**src/rtl/distinct_history_tracker.sv**
```systemverilog
// Keeps the last DEPTH distinct qualified samples newest-first, with hit/evict reporting.
// Latency 2 edges (input stage, then slot update); accepts one sample per cycle and never stalls.
module distinct_history_tracker #(
  parameter int DATA_W = 8,
  parameter int DEPTH  = 4,
  localparam int CW    = $clog2(DEPTH + 1),
  localparam int IW    = ($clog2(DEPTH) > 1) ? $clog2(DEPTH) : 1
) (
  input  logic                     clk_in,
  input  logic                     reset_in,
  input  logic [DATA_W-1:0]        data_in,
  input  logic                     valid_in,
  input  logic                     mode_in,
  input  logic                     flush_in,
  output logic [DEPTH*DATA_W-1:0]  out_data,
  output logic [DEPTH-1:0]         out_valid,
  output logic [CW-1:0]            count_out,
  output logic                     hit_out,
  output logic [IW-1:0]            hit_idx_out,
  output logic                     evict_valid_out,
  output logic [DATA_W-1:0]        evict_data_out
);

  logic [DATA_W-1:0]             r_s_data;
  logic                          r_s_vld;
  logic                          r_s_mode;
  logic                          r_s_flush;

  logic [DEPTH-1:0][DATA_W-1:0]  r_slots;
  logic [DEPTH-1:0]              r_vld;
  logic [CW-1:0]                 r_count;
  logic                          r_hit;
  logic [IW-1:0]                 r_hit_idx;
  logic                          r_ev;
  logic [DATA_W-1:0]             r_ev_data;

  logic                          w_hit;
  logic [IW-1:0]                 w_hit_idx;
  logic [DEPTH-1:0][DATA_W-1:0]  w_slots_nx;
  logic [DEPTH-1:0]              w_vld_nx;
  logic [CW-1:0]                 w_cnt_nx;
  logic                          w_hit_nx;
  logic [IW-1:0]                 w_idx_nx;
  logic                          w_ev_nx;
  logic [DATA_W-1:0]             w_ed_nx;

  always_ff @(posedge clk_in) begin
    if (reset_in) begin
      r_s_data  <= '0;
      r_s_vld   <= 1'b0;
      r_s_mode  <= 1'b0;
      r_s_flush <= 1'b0;
    end else begin
      r_s_data  <= data_in;
      r_s_vld   <= valid_in;
      r_s_mode  <= mode_in;
      r_s_flush <= flush_in;
    end
  end

  always_comb begin
    w_hit     = 1'b0;
    w_hit_idx = '0;
    // Descending scan so the lowest matching index wins.
    for (int i = DEPTH - 1; i >= 0; i--) begin
      if (r_vld[i] && (r_slots[i] == r_s_data)) begin
        w_hit     = 1'b1;
        w_hit_idx = IW'(i);
      end
    end
  end

  always_comb begin
    w_slots_nx = r_slots;
    w_vld_nx   = r_vld;
    w_cnt_nx   = r_count;
    w_hit_nx   = 1'b0;
    w_idx_nx   = '0;
    w_ev_nx    = 1'b0;
    w_ed_nx    = '0;
    if (r_s_flush) begin
      w_slots_nx = '0;
      w_vld_nx   = '0;
      w_cnt_nx   = '0;
      if (r_s_vld) begin
        w_slots_nx[0] = r_s_data;
        w_vld_nx[0]   = 1'b1;
        w_cnt_nx      = CW'(1);
      end
    end else if (r_s_vld) begin
      if (!w_hit) begin
        for (int i = DEPTH - 1; i > 0; i--) begin
          w_slots_nx[i] = r_slots[i-1];
        end
        w_slots_nx[0] = r_s_data;
        w_vld_nx      = {r_vld[DEPTH-2:0], 1'b1};
        if (r_vld[DEPTH-1]) begin
          w_ev_nx = 1'b1;
          w_ed_nx = r_slots[DEPTH-1];
        end else begin
          w_cnt_nx = r_count + CW'(1);
        end
      end else begin
        w_hit_nx = 1'b1;
        w_idx_nx = w_hit_idx;
        if (!r_s_mode) begin
          for (int i = 1; i < DEPTH; i++) begin
            if (i <= int'(w_hit_idx)) begin
              w_slots_nx[i] = r_slots[i-1];
            end
          end
          w_slots_nx[0] = r_s_data;
        end
      end
    end
  end

  always_ff @(posedge clk_in) begin
    if (reset_in) begin
      r_slots   <= '0;
      r_vld     <= '0;
      r_count   <= '0;
      r_hit     <= 1'b0;
      r_hit_idx <= '0;
      r_ev      <= 1'b0;
      r_ev_data <= '0;
    end else begin
      r_slots   <= w_slots_nx;
      r_vld     <= w_vld_nx;
      r_count   <= w_cnt_nx;
      r_hit     <= w_hit_nx;
      r_hit_idx <= w_idx_nx;
      r_ev      <= w_ev_nx;
      r_ev_data <= w_ed_nx;
    end
  end

  assign out_data        = r_slots;
  assign out_valid       = r_vld;
  assign count_out       = r_count;
  assign hit_out         = r_hit;
  assign hit_idx_out     = r_hit_idx;
  assign evict_valid_out = r_ev;
  assign evict_data_out  = r_ev_data;

endmodule

```
**config.mk**
```make
export PLATFORM = sky130hd
export DESIGN_NAME = distinct_history_tracker
export DESIGN_NICKNAME = d
export VERILOG_FILES = /design/src/rtl/distinct_history_tracker.sv
export SDC_FILE = /design/constraint.sdc
export NUM_CORES = 1
export LEC_CHECK = 0
export ABC_AREA = 1
export CAP_MARGIN = 20
export CORE_MARGIN = 5
export CORE_UTILIZATION = 30
export CTS_BUF_LIST = sky130_fd_sc_hd__clkbuf_2
export CTS_CLUSTER_DIAMETER = 200
export CTS_CLUSTER_SIZE = 8
export DETAILED_ROUTE_END_ITERATION = 12
export HOLD_SLACK_MARGIN = 0.02
export MAX_ROUTING_LAYER = met4
export PLACE_DENSITY = 0.54
export SLEW_MARGIN = 20
export SYNTH_ARGS = -nofsm -noshare
export SYNTH_HDL_FRONTEND = slang
export SYNTH_SLANG_ARGS = --single-unit
```
**constraint.sdc**
```tcl
create_clock -name clk_in -period 4.9 [get_ports clk_in]
set_clock_uncertainty 0.05 [all_clocks]
set_input_delay 0.98 -clock clk_in [delete_from_list [all_inputs] [get_ports clk_in]]
set_output_delay 0.98 -clock clk_in [all_outputs]
set_load 0.05 [all_outputs]
```
==> results.json <==
{
  "synth-seq-area-share_pct": 38.14,
  "cp_data_required_time_ps": 3870,
  "critPathMaxFanout": 6,
  "synth_cell_type_count": 37,
  "grt_pass1_vias": 2803,
  "cts.sink_count": 62,
  "avgSynthCellArea_um2": 6.483,
  "cts_tree": "yes",
  "reg2reg_from": "r_s_data[6]$_SDFF_PP0_",
  "met3WireLength_um": 477,
  "path_clk_slew_ps": 170,
  "slowest_stage": "clkdlybuf4s50_1",
  "worstHoldEndpoint": "evict_data_out[4]$_SDFF_PP0_",
  "synthCells": 502,
  "grt_max_degree": 30,
  "power_mw": 1.205,
  "yosys.area.top_type": "dfxtp_1",
  "final.period_utilization_pct": 59.28,
  "grt_pass1_wl_mm": 13.73,
  "insertion_delay_ps": 470,
  "drc_errors": 0,
  "start_util_pct": 30.29,
  "die_area_um2": 13030,
  "setup_violations": 0,
  "drive_gt1_share_pct": 10.54,
  "grt.overflow.total": 0,
  "met2_length_mm": 3.936,
  "hold_buffers": 0,
  "dp_hpwl_mm": 6.731,
  "finalMaxSlewViolations": 0,
  "synthesis.nets": 516,
  "final_cell_mix": "nand2_1, nor2_1, clkdlybuf4s50_1",
  "topRoutingLayerUsed": "met4",
  "htree_levels": 3,
  "postRouteAntennaNets": 0,
  "clockRootBuffer": "clkbuf_2",
  "hold_path.class": "flip-flop to flip-flop",
  "period_needed_ps": 2905,
  "final_hold_viol_count": 0,
  "cts_buffer_depth": 2,
  "final_common_cell": "nand2_1",
  "area_growth_pct": 26.68,
  "slew_headroom_pct": 31.97,
  "postCtsSetupRepairBufs": 0,
  "fin_area_um2": 4123,
  "finish.utilization_pct": 38.37,
  "drt-wirelength-per-cell_um": 12.21,
  "end_kind": "output port",
  "rr_endpoint": "out_data[31]$_SDFFE_PP0P_",
  "crit_family": "buffers and inverters",
  "hold_slack_ps": 456.9,
  "numCtsBuffers": 9,
  "yosysWarnings": 0,
  "core-area_um2": 10750,
  "netlist_top_cells_area": "dfxtp_1, nand2_1, nor2_1",
  "detail_route.vias_per_cell": 4.377,
  "postRouteWirelength_mm": 8.654,
  "dp.cells": 693,
  "critPathKind": "flip-flop to output port",
  "antenna_found_initial": 0,
  "holdPathStages": 2,
  "ys_seq_elements": 62,
  "rows": 38,
  "place_ws_ps": 1650,
  "p_leak_nw": 1.873,
  "ctsResizeCount": 0,
  "worst_pin_slew_ps": 1019,
  "boundaryPins": 64,
  "rr_worst_depth": 12,
  "max_stage_delay_ps": 870,
  "netlist_area_um2": 3254,
  "routabilityCongestion": 0.8161,
  "met1_length_mm": 4.156,
  "arrival_ps": 1870,
  "nets": 578,
  "ir_drop_v": 0.0001347,
  "place_area_um2": 3989,
  "dr.pass1.iters": 4,
  "start_kind": "flip-flop",
  "fmax_ghz": 0.3443,
  "die_width_um": 114.2,
  "outcome": "complete, no violations",
  "grtUsageTotal_pct": 13.66,
  "maxCapViolations": 0,
  "reg2reg_slack_ps": 2470,
  "tns_ps": 0,
  "cp_num_buf_inv": 1,
  "n_antenna_cell": 0,
  "setup_ws_ps": 1995,
  "path_cells": "clkdlybuf4s50_1",
  "io_buffers": 63,
  "instances_no_fill": 709,
  "min_from": "out_data[28]$_SDFFE_PP0P_",
  "yosysTopAreaCellShare_pct": 38.14,
  "p_per_area_nw_per_um2": 292.4,
  "vias": 3103,
  "rsz0062_at_grt": "no",
  "die_y_um": 114.2,
  "drt_iter0_drc": 130
}
==> routing by layer <==
layer	up-vias	global-route usage [%]
met5	-	-
met4	0	3.800
met3	5	3.118
met2	75	21.58
met1	1371	17.58
li1	1652	-
==> area by class of cell <==
type	instances	area, um^2
Fill cell	1209	6623
Multi-Input combinational cell	354	1654
Sequential cell	62	1241
Timing Repair Buffer	65	645.6
Inverter	72	272.8
Tap cell	140	175.2
Clock inverter	7	88.84
Clock buffer	9	45.04
==> tightest hold or removal path: stages, from the launching register on <==
cell and delay (ps):
dfxtp_1 370, inv_1 80, nor2_1 40
==> sequential cells by signal, summed over array words and instances, names as in the netlist <==
name	count
out_data	32
evict_data_out	8
out_valid	4
count_out	3
hit_out	1
hit_idx_out	2
r_s_flush	1
r_s_data	8
evict_valid_out	1
r_s_mode	1
r_s_vld	1
==> where the power goes <==
part	switching (mW)	internal (mW)	leakage (nW)
sequential	0.0335	0.530	0.508
clock	0.184	0.165	0.0753
combinational	0.193	0.101	1.29
==> worst max path at each step <==
stage                              start                            to  slack [ps]  depth (start not counted)
2_1_floorplan   out_data[5]$_SDFFE_PP0P_      out_data[7]$_SDFFE_PP0P_        2810                         14
3_3_place_gp                    reset_in  evict_data_out[1]$_SDFF_PP0_        1730                          4
3_5_place_dp                    reset_in  evict_data_out[3]$_SDFF_PP0_        1650                          4
4_1_cts        out_data[23]$_SDFFE_PP0P_                  out_data[23]        1930                          1
5_1_grt        out_data[23]$_SDFFE_PP0P_                  out_data[23]        1880                          1
6_report       out_data[23]$_SDFFE_PP0P_                  out_data[23]        2000                          1
==> cells by family (layout without fill, tap and decap cells) <==
kind of cell / Yosys count / count (layout) / synth area share, %
buf+inv: 86 / 153 / 11.11
compound gates: 45 / 45 / 7.959
flops: 62 / 62 / 38.14
simple gates: 304 / 304 / 41.33
fa+ha+maj: 1 / 1 / 0.3844
xor+xnor: 4 / 4 / 1.077
==> synth_stat cells, drive strengths merged <==
| cell type | count |
|---|---|
| xnor2 | 3 |
| clkinv | 1 |
| inv | 71 |
| ha | 1 |
| dfxtp | 62 |
| nand4 | 2 |
| a21oi | 35 |
| clkbuf | 3 |
| xor2 | 1 |
| or2 | 1 |
| nand2 | 167 |
| nand3b | 2 |
| o21ai | 8 |
| a211oi | 1 |
| nand3 | 36 |
| nor3 | 1 |
| nor2b | 2 |
| nor2 | 93 |
| buf | 11 |
| a31oi | 1 |
Note: power is estimated with default switching activity, not from simulation.
